==> src/rtl/div_ctrl.sv <==
// div_ctrl -- sequencer for the iterative integer divider behind the EX
// stage's div request port.
//
// One div.w / mod.w / div.wu / mod.wu request is accepted over a valid/ready
// handshake. A radix-2 restoring division then produces one quotient bit per
// cycle for WIDTH cycles, with no early exit. The sign-corrected quotient or
// remainder is presented on a valid/ready response channel.
//
// Ports
//   clk         clock, all state on rising edge
//   rst         asynchronous active-low reset
//   flush       cancel pending/in-flight operation (wins over everything but rst)
//   req_valid   request present
//   req_ready   request accepted this cycle (IDLE and no flush)
//   div_op      one-hot op: [0] div.w [1] mod.w [2] div.wu [3] mod.wu
//   src1, src2  dividend, divisor
//   resp_valid  result available (only in DONE)
//   resp_ready  consumer takes result
//   result      registered quotient/remainder, held until next completion
//   busy        controller not in IDLE
//
// WIDTH must be at least 2.

module div_ctrl #(
  parameter int WIDTH = 32
) (
  input  logic             clk,
  input  logic             rst,
  input  logic             flush,
  input  logic             req_valid,
  output logic             req_ready,
  input  logic [3:0]       div_op,
  input  logic [WIDTH-1:0] src1,
  input  logic [WIDTH-1:0] src2,
  output logic             resp_valid,
  input  logic             resp_ready,
  output logic [WIDTH-1:0] result,
  output logic             busy
);

  localparam int            CW   = (WIDTH > 1) ? $clog2(WIDTH) : 1;
  localparam logic [CW-1:0] LAST = CW'(WIDTH - 1);

  typedef enum logic [1:0] {
    IDLE = 2'd0,
    CALC = 2'd1,
    DONE = 2'd2
  } state_t;

  // Per-operation context captured at accept time.
  typedef struct packed {
    logic want_rem;  // return remainder instead of quotient
    logic qsign;     // negate quotient at the end
    logic rsign;     // negate remainder at the end
    logic dvz;       // divisor was zero
  } ctx_t;

  state_t           state;
  ctx_t             ctx;
  logic [CW-1:0]    cnt;
  logic [WIDTH-1:0] dvd;   // dividend bits shift out the top, quotient bits shift in
  logic [WIDTH-1:0] dvs;   // magnitude of divisor
  logic [WIDTH-1:0] rem;   // partial remainder

  // ---------------- request decode ----------------
  logic             op_signed, op_rem;
  logic             s1, s2;
  logic [WIDTH-1:0] abs1, abs2;

  // Lowest set bit wins; an all-zero op falls through to div.wu.
  always_comb begin
    op_signed = 1'b0;
    op_rem    = 1'b0;
    if (div_op[0]) begin
      op_signed = 1'b1;
    end else if (div_op[1]) begin
      op_signed = 1'b1;
      op_rem    = 1'b1;
    end else if (div_op[2]) begin
      op_rem    = 1'b0;
    end else if (div_op[3]) begin
      op_rem    = 1'b1;
    end
  end

  assign s1   = op_signed & src1[WIDTH-1];
  assign s2   = op_signed & src2[WIDTH-1];
  assign abs1 = s1 ? -src1 : src1;
  assign abs2 = s2 ? -src2 : src2;

  // ---------------- one restoring step ----------------
  logic [WIDTH:0]   shifted, diff;
  logic             no_borrow;
  logic [WIDTH-1:0] rem_nxt, quo_nxt;

  // Partial remainder stays below the divisor, so WIDTH+1 bits is enough for
  // the shifted value and the top bit of the difference is the borrow.
  assign shifted   = {rem, dvd[WIDTH-1]};
  assign diff      = shifted - {1'b0, dvs};
  assign no_borrow = ~diff[WIDTH];
  assign rem_nxt   = no_borrow ? diff[WIDTH-1:0] : shifted[WIDTH-1:0];
  assign quo_nxt   = {dvd[WIDTH-2:0], no_borrow};

  // ---------------- final sign correction ----------------
  // Evaluated against the last step's outputs so the result is registered
  // on the same edge the FSM enters DONE.
  logic [WIDTH-1:0] q_fix, r_fix, res_nxt;

  always_comb begin
    q_fix = quo_nxt;
    if (ctx.dvz)        q_fix = '1;          // divide by zero: all ones, no sign fixup
    else if (ctx.qsign) q_fix = -quo_nxt;
    // Remainder of a zero divisor is |src1|, re-signed back to src1.
    r_fix   = ctx.rsign ? -rem_nxt : rem_nxt;
    res_nxt = ctx.want_rem ? r_fix : q_fix;
  end

  assign req_ready = (state == IDLE) & ~flush;
  assign busy      = (state != IDLE);

  // ---------------- FSM ----------------
  always_ff @(posedge clk or negedge rst) begin
    if (!rst) begin
      state      <= IDLE;
      ctx        <= '0;
      cnt        <= '0;
      dvd        <= '0;
      dvs        <= '0;
      rem        <= '0;
      result     <= '0;
      resp_valid <= 1'b0;
    end else if (flush) begin
      // Drop the operation; result keeps its last value.
      state      <= IDLE;
      cnt        <= '0;
      resp_valid <= 1'b0;
    end else begin
      case (state)
        IDLE: begin
          if (req_valid) begin
            ctx.want_rem <= op_rem;
            ctx.qsign    <= s1 ^ s2;
            ctx.rsign    <= s1;
            ctx.dvz      <= (src2 == '0);
            dvd          <= abs1;
            dvs          <= abs2;
            rem          <= '0;
            cnt          <= '0;
            state        <= CALC;
          end
        end
        CALC: begin
          rem <= rem_nxt;
          dvd <= quo_nxt;
          if (cnt == LAST) begin
            cnt        <= '0;
            result     <= res_nxt;
            resp_valid <= 1'b1;
            state      <= DONE;
          end else begin
            cnt <= cnt + CW'(1);
          end
        end
        DONE: begin
          // req_ready is low here, so a waiting request sees one bubble.
          if (resp_ready) begin
            resp_valid <= 1'b0;
            state      <= IDLE;
          end
        end
        default: begin
          resp_valid <= 1'b0;
          state      <= IDLE;
        end
      endcase
    end
  end

endmodule

==> config.mk <==
export PLATFORM = sky130hd
export DESIGN_NAME = div_ctrl
export DESIGN_NICKNAME = d
export VERILOG_FILES = /design/src/rtl/div_ctrl.sv
export SDC_FILE = /design/constraint.sdc
export NUM_CORES = 1
export LEC_CHECK = 0
export ABC_CLOCK_PERIOD_IN_PS = 5520
export BUFFER_PORTS_ARGS = -buffer_cell sky130_fd_sc_hd__buf_2
export CAP_MARGIN = 10
export CORE_ASPECT_RATIO = 1.4
export CORE_UTILIZATION = 60
export CTS_BUF_LIST = sky130_fd_sc_hd__clkbuf_8
export CTS_CLUSTER_SIZE = 14
export DETAILED_ROUTE_END_ITERATION = 10
export GPL_TIMING_DRIVEN = 1
export PLACE_DENSITY = 0.87
export SLEW_MARGIN = 10
export SYNTH_ARGS = -nofsm -noshare
export SYNTH_HDL_FRONTEND = slang
export SYNTH_SLANG_ARGS = --single-unit
==> constraint.sdc <==
create_clock -name clk -period 5.52 [get_ports clk]
set_input_delay 0.828 -clock clk [delete_from_list [all_inputs] [get_ports clk]]
set_output_delay 0.828 -clock clk [all_outputs]
set_load 0.02 [all_outputs]
==> results.toml <==
[synthesis]
syn_inst = 1413
yosys_warnings = 0
synth_top_area_share = 0.3112
seq_area_frac_synth = 0.3112
synth.area.top_cells = "dfrtp_1 (31%), o21ai_0 (7.9%), nand2_1 (5.6%)"
ys.flop_type = "dfrtp_1"
synth_area_leader_cell = "dfrtp_1"
ys_seq_elements = 140
yosysUniqueCellTypes = 85
synth_area_per_cell_sq_um = 7.967
synth-async-reset-ratio = 1.000
syn_area_sq_mm = 0.01126
synth_edf_count = 0
syn-num-nets = 1525

[power_and_ir_drop]
p_sw_mw = 3.618
p_comb_frac = 0.652
p_clk_frac = 0.123
seq_power_share = 0.225
p_sw_frac = 0.5199
powerDensity_mw_per_mm2 = 564.0
ir_drop_v = 0.0004159
p_leak_nw = 5.592
p_int_mw = 3.341

[sta]
finalMaxSlewViolations = 0
setup_viol = 0
fin_crit_sh = 0.9114
tightest_slew_ns = 1.156
timing.hold.ws_ns = 0.4513
slew_headroom = 0.2280
rsz0062_at_grt = "false"
period_minus_slack_ns = 5.031
timing.setup.tns_ns = 0
hold_viol = 0
fmax_mhz = 198.8
finClkSkew_ns = 0.02332

[route]
drtAntennaViolNets = 0
via_per_inst = 6.303
first_pass_iters = 6
vias = 10948
drt-total-wl_mm = 30.46
drc = 0
wl_per_cell_microns = 17.54
drt_iter0_markers = 854

[clocking]
clkSinkCount = 140
cts_buffer_depth = 2
cts_root_buffer = "clkbuf_8"
cts_setup_buffers = 0
htree_levels = 4
clk_pin_slew_ns = 0.10
cts_tree = "yes"
numCtsBuffers = 17
insertion_delay_ns = 0.47

[run]
drv_cap = 0

[layout]
antenna_cells = 0
mostFrequentLayoutCells = "o21ai_0 (177), nand2_1 (167), dfrtp_1 (140), a21oi_1 (119), buf_2 (106)"
final_util = 0.6801
final_nets = 1596
drive_gt1_frac = 0.1276
fin_area_sq_mm = 0.01234
mostFrequentLayoutCell = "o21ai_0"
area_growth_pct = 9.603

[setup_path]
critPathLaunchType = "flip-flop"
crit_path_end = "result[30]"
worst_r2r_path_depth = 20
rr_startpoint = "dvd[31]"
crit_type = "reg2reg"
end_kind = "flip-flop"
crit_path_top_delay_cell = "or4_1"
crit_required_ns = 5.89
crit_chain = "inv_1 -> ha_1 -> fa_1 -> nor2b_4 -> o31ai_2 -> a211oi_4 -> o211a_1 -> o21a_4 -> nor2_4 -> clkinv_2 -> ha_1 -> nand2_1 -> or2_2 -> or4_1 -> or2_2 -> o21ai_0 -> xnor2_1 -> o21ai_0 -> a31oi_1 -> a32o_1"
startpoint = "dvd[31]"
crit_fanout = 15
cpLargestDelayFamily = "compound AO/OA/AOI/OAI gates"
path_depth = 20
slowest_delay_ns = 0.52
crit_buf_inv = 2
reg2reg_to = "result[30]"
crit_arrival_ns = 5.40
reg2reg_slack_ns = 0.49

[die]
io-pin-count = 108
die_y_microns = 164.1
die_x_microns = 117.8
start_util = 0.6205
die_area_sq_mm = 0.01932
core_area_sq_mm = 0.01814
rows = 58

[global_routing]
grt_usage = 0.3227
grt_pass1_wl_mm = 50.14
grt_pass1_vias = 10364
grt_max_degree = 98
grt_overflow = 0
antenna_found_initial = 0

[placed_design]
postPlaceCellArea_sq_mm = 0.01193
gp_congestion = 0.9200
hpwl_mm = 22.72
portBuffers = 107

[hold_path]
min_path_type = "in2async"

[status]
status = "finished clean"
## state kept, by name, summed over array words and instances, names as in the netlist
name,cells
result,32
ctx,4
dvs,32
dvd,32
rem,32
cnt,5
resp_valid,1
state,2
## worst register-to-register path: stages, from the launching register on
cell and delay, ns:
dfrtp_1 0.45, inv_1 0.10, ha_1 0.23, fa_1 0.45, nor2b_4 0.16, o31ai_2 0.10
a211oi_4 0.35, o211a_1 0.28, o21a_4 0.20, nor2_4 0.05, clkinv_2 0.18, ha_1 0.24
nand2_1 0.10, or2_2 0.34, or4_1 0.52, or2_2 0.38, o21ai_0 0.20, xnor2_1 0.08
o21ai_0 0.17, a31oi_1 0.06, a32o_1 0.27
## cell type report
class	instances	area [sq um]
sequential	140	3503
clock inverter	14	147.6
multi-input combinational	1148	7281
inverter	56	211.5
timing repair buffer	121	646.9
fill	1529	5804
tap	240	300.3
clock buffer	18	247.7
## how the worst min path moves through the flow
stage | from | endpoint | depth (start not counted)
2_1_floorplan | dvs[10] | dvs[10] | 2
3_3_place_gp | result[8] | result[8] | 1
3_5_place_dp | result[8] | result[8] | 1
4_1_cts | result[8] | result[8] | 1
5_1_grt | rst | dvs[6] | 1
6_report | rst | dvs[6] | 1
## power by group through the flow
| stage | Sequential, mW | Combinational, mW | Clock [mW] |
|---|---|---|---|
| after floorplan | 1.45 | 3.50 | 0 |
| after global placement | 1.55 | 4.29 | 0 |
| after detailed placement | 1.56 | 4.36 | 0 |
| after CTS | 1.55 | 4.42 | 0.853 |
| after global routing | 1.59 | 4.95 | 0.908 |
| final | 1.56 | 4.54 | 0.855 |
## Yosys cell counts (all sizes together), types with 29 or more instances
| library cell | instances |
|---|---|
| clkbuf | 50 |
| nand3 | 30 |
| o21ai | 189 |
| ha | 38 |
| nor2 | 102 |
| xor2 | 58 |
| a21oi | 121 |
| inv | 55 |
| or3 | 30 |
| a21o | 29 |
| xnor2 | 62 |
| dfrtp | 140 |
| nand2 | 168 |
## routing by layer
metal | share of wire | track usage
met1 | 0.41 | 0.3891
met2 | 0.49 | 0.5626
met3 | 0.056 | 0.04514
met4 | 0.046 | 0.1649
met5 | 0 | 0
## stage by stage
stage                     cells  worst slack, ns  power, mW
final                      1737           0.4892      6.958
after global routing       1737          0.05204      7.451
after CTS                  1737           0.3977      6.821
after detailed placement   1705           0.4223      5.923
after global placement     1705           0.5593      5.842
after floorplan            1413           0.7340      4.954
## repair_timing
item	4_1_cts	5_1_grt
hold buffers	0	0
setup endpoints to repair	0	2
gates resized for setup	0	2
## logic make-up after synthesis
| family | after synthesis | share of synthesized area |
|---|---|---|
| buffers and inverters | 125 | 0.04457 |
| adders and majority gates | 39 | 0.04402 |
| DFF | 140 | 0.3112 |
| muxes | 33 | 0.03034 |
| AOI/OAI and AO/OA | 498 | 0.2813 |
| and+or+nand+nor | 458 | 0.1952 |
| xor gates and xnor gates | 120 | 0.09336 |
Note: power is estimated with default switching activity, not from simulation.
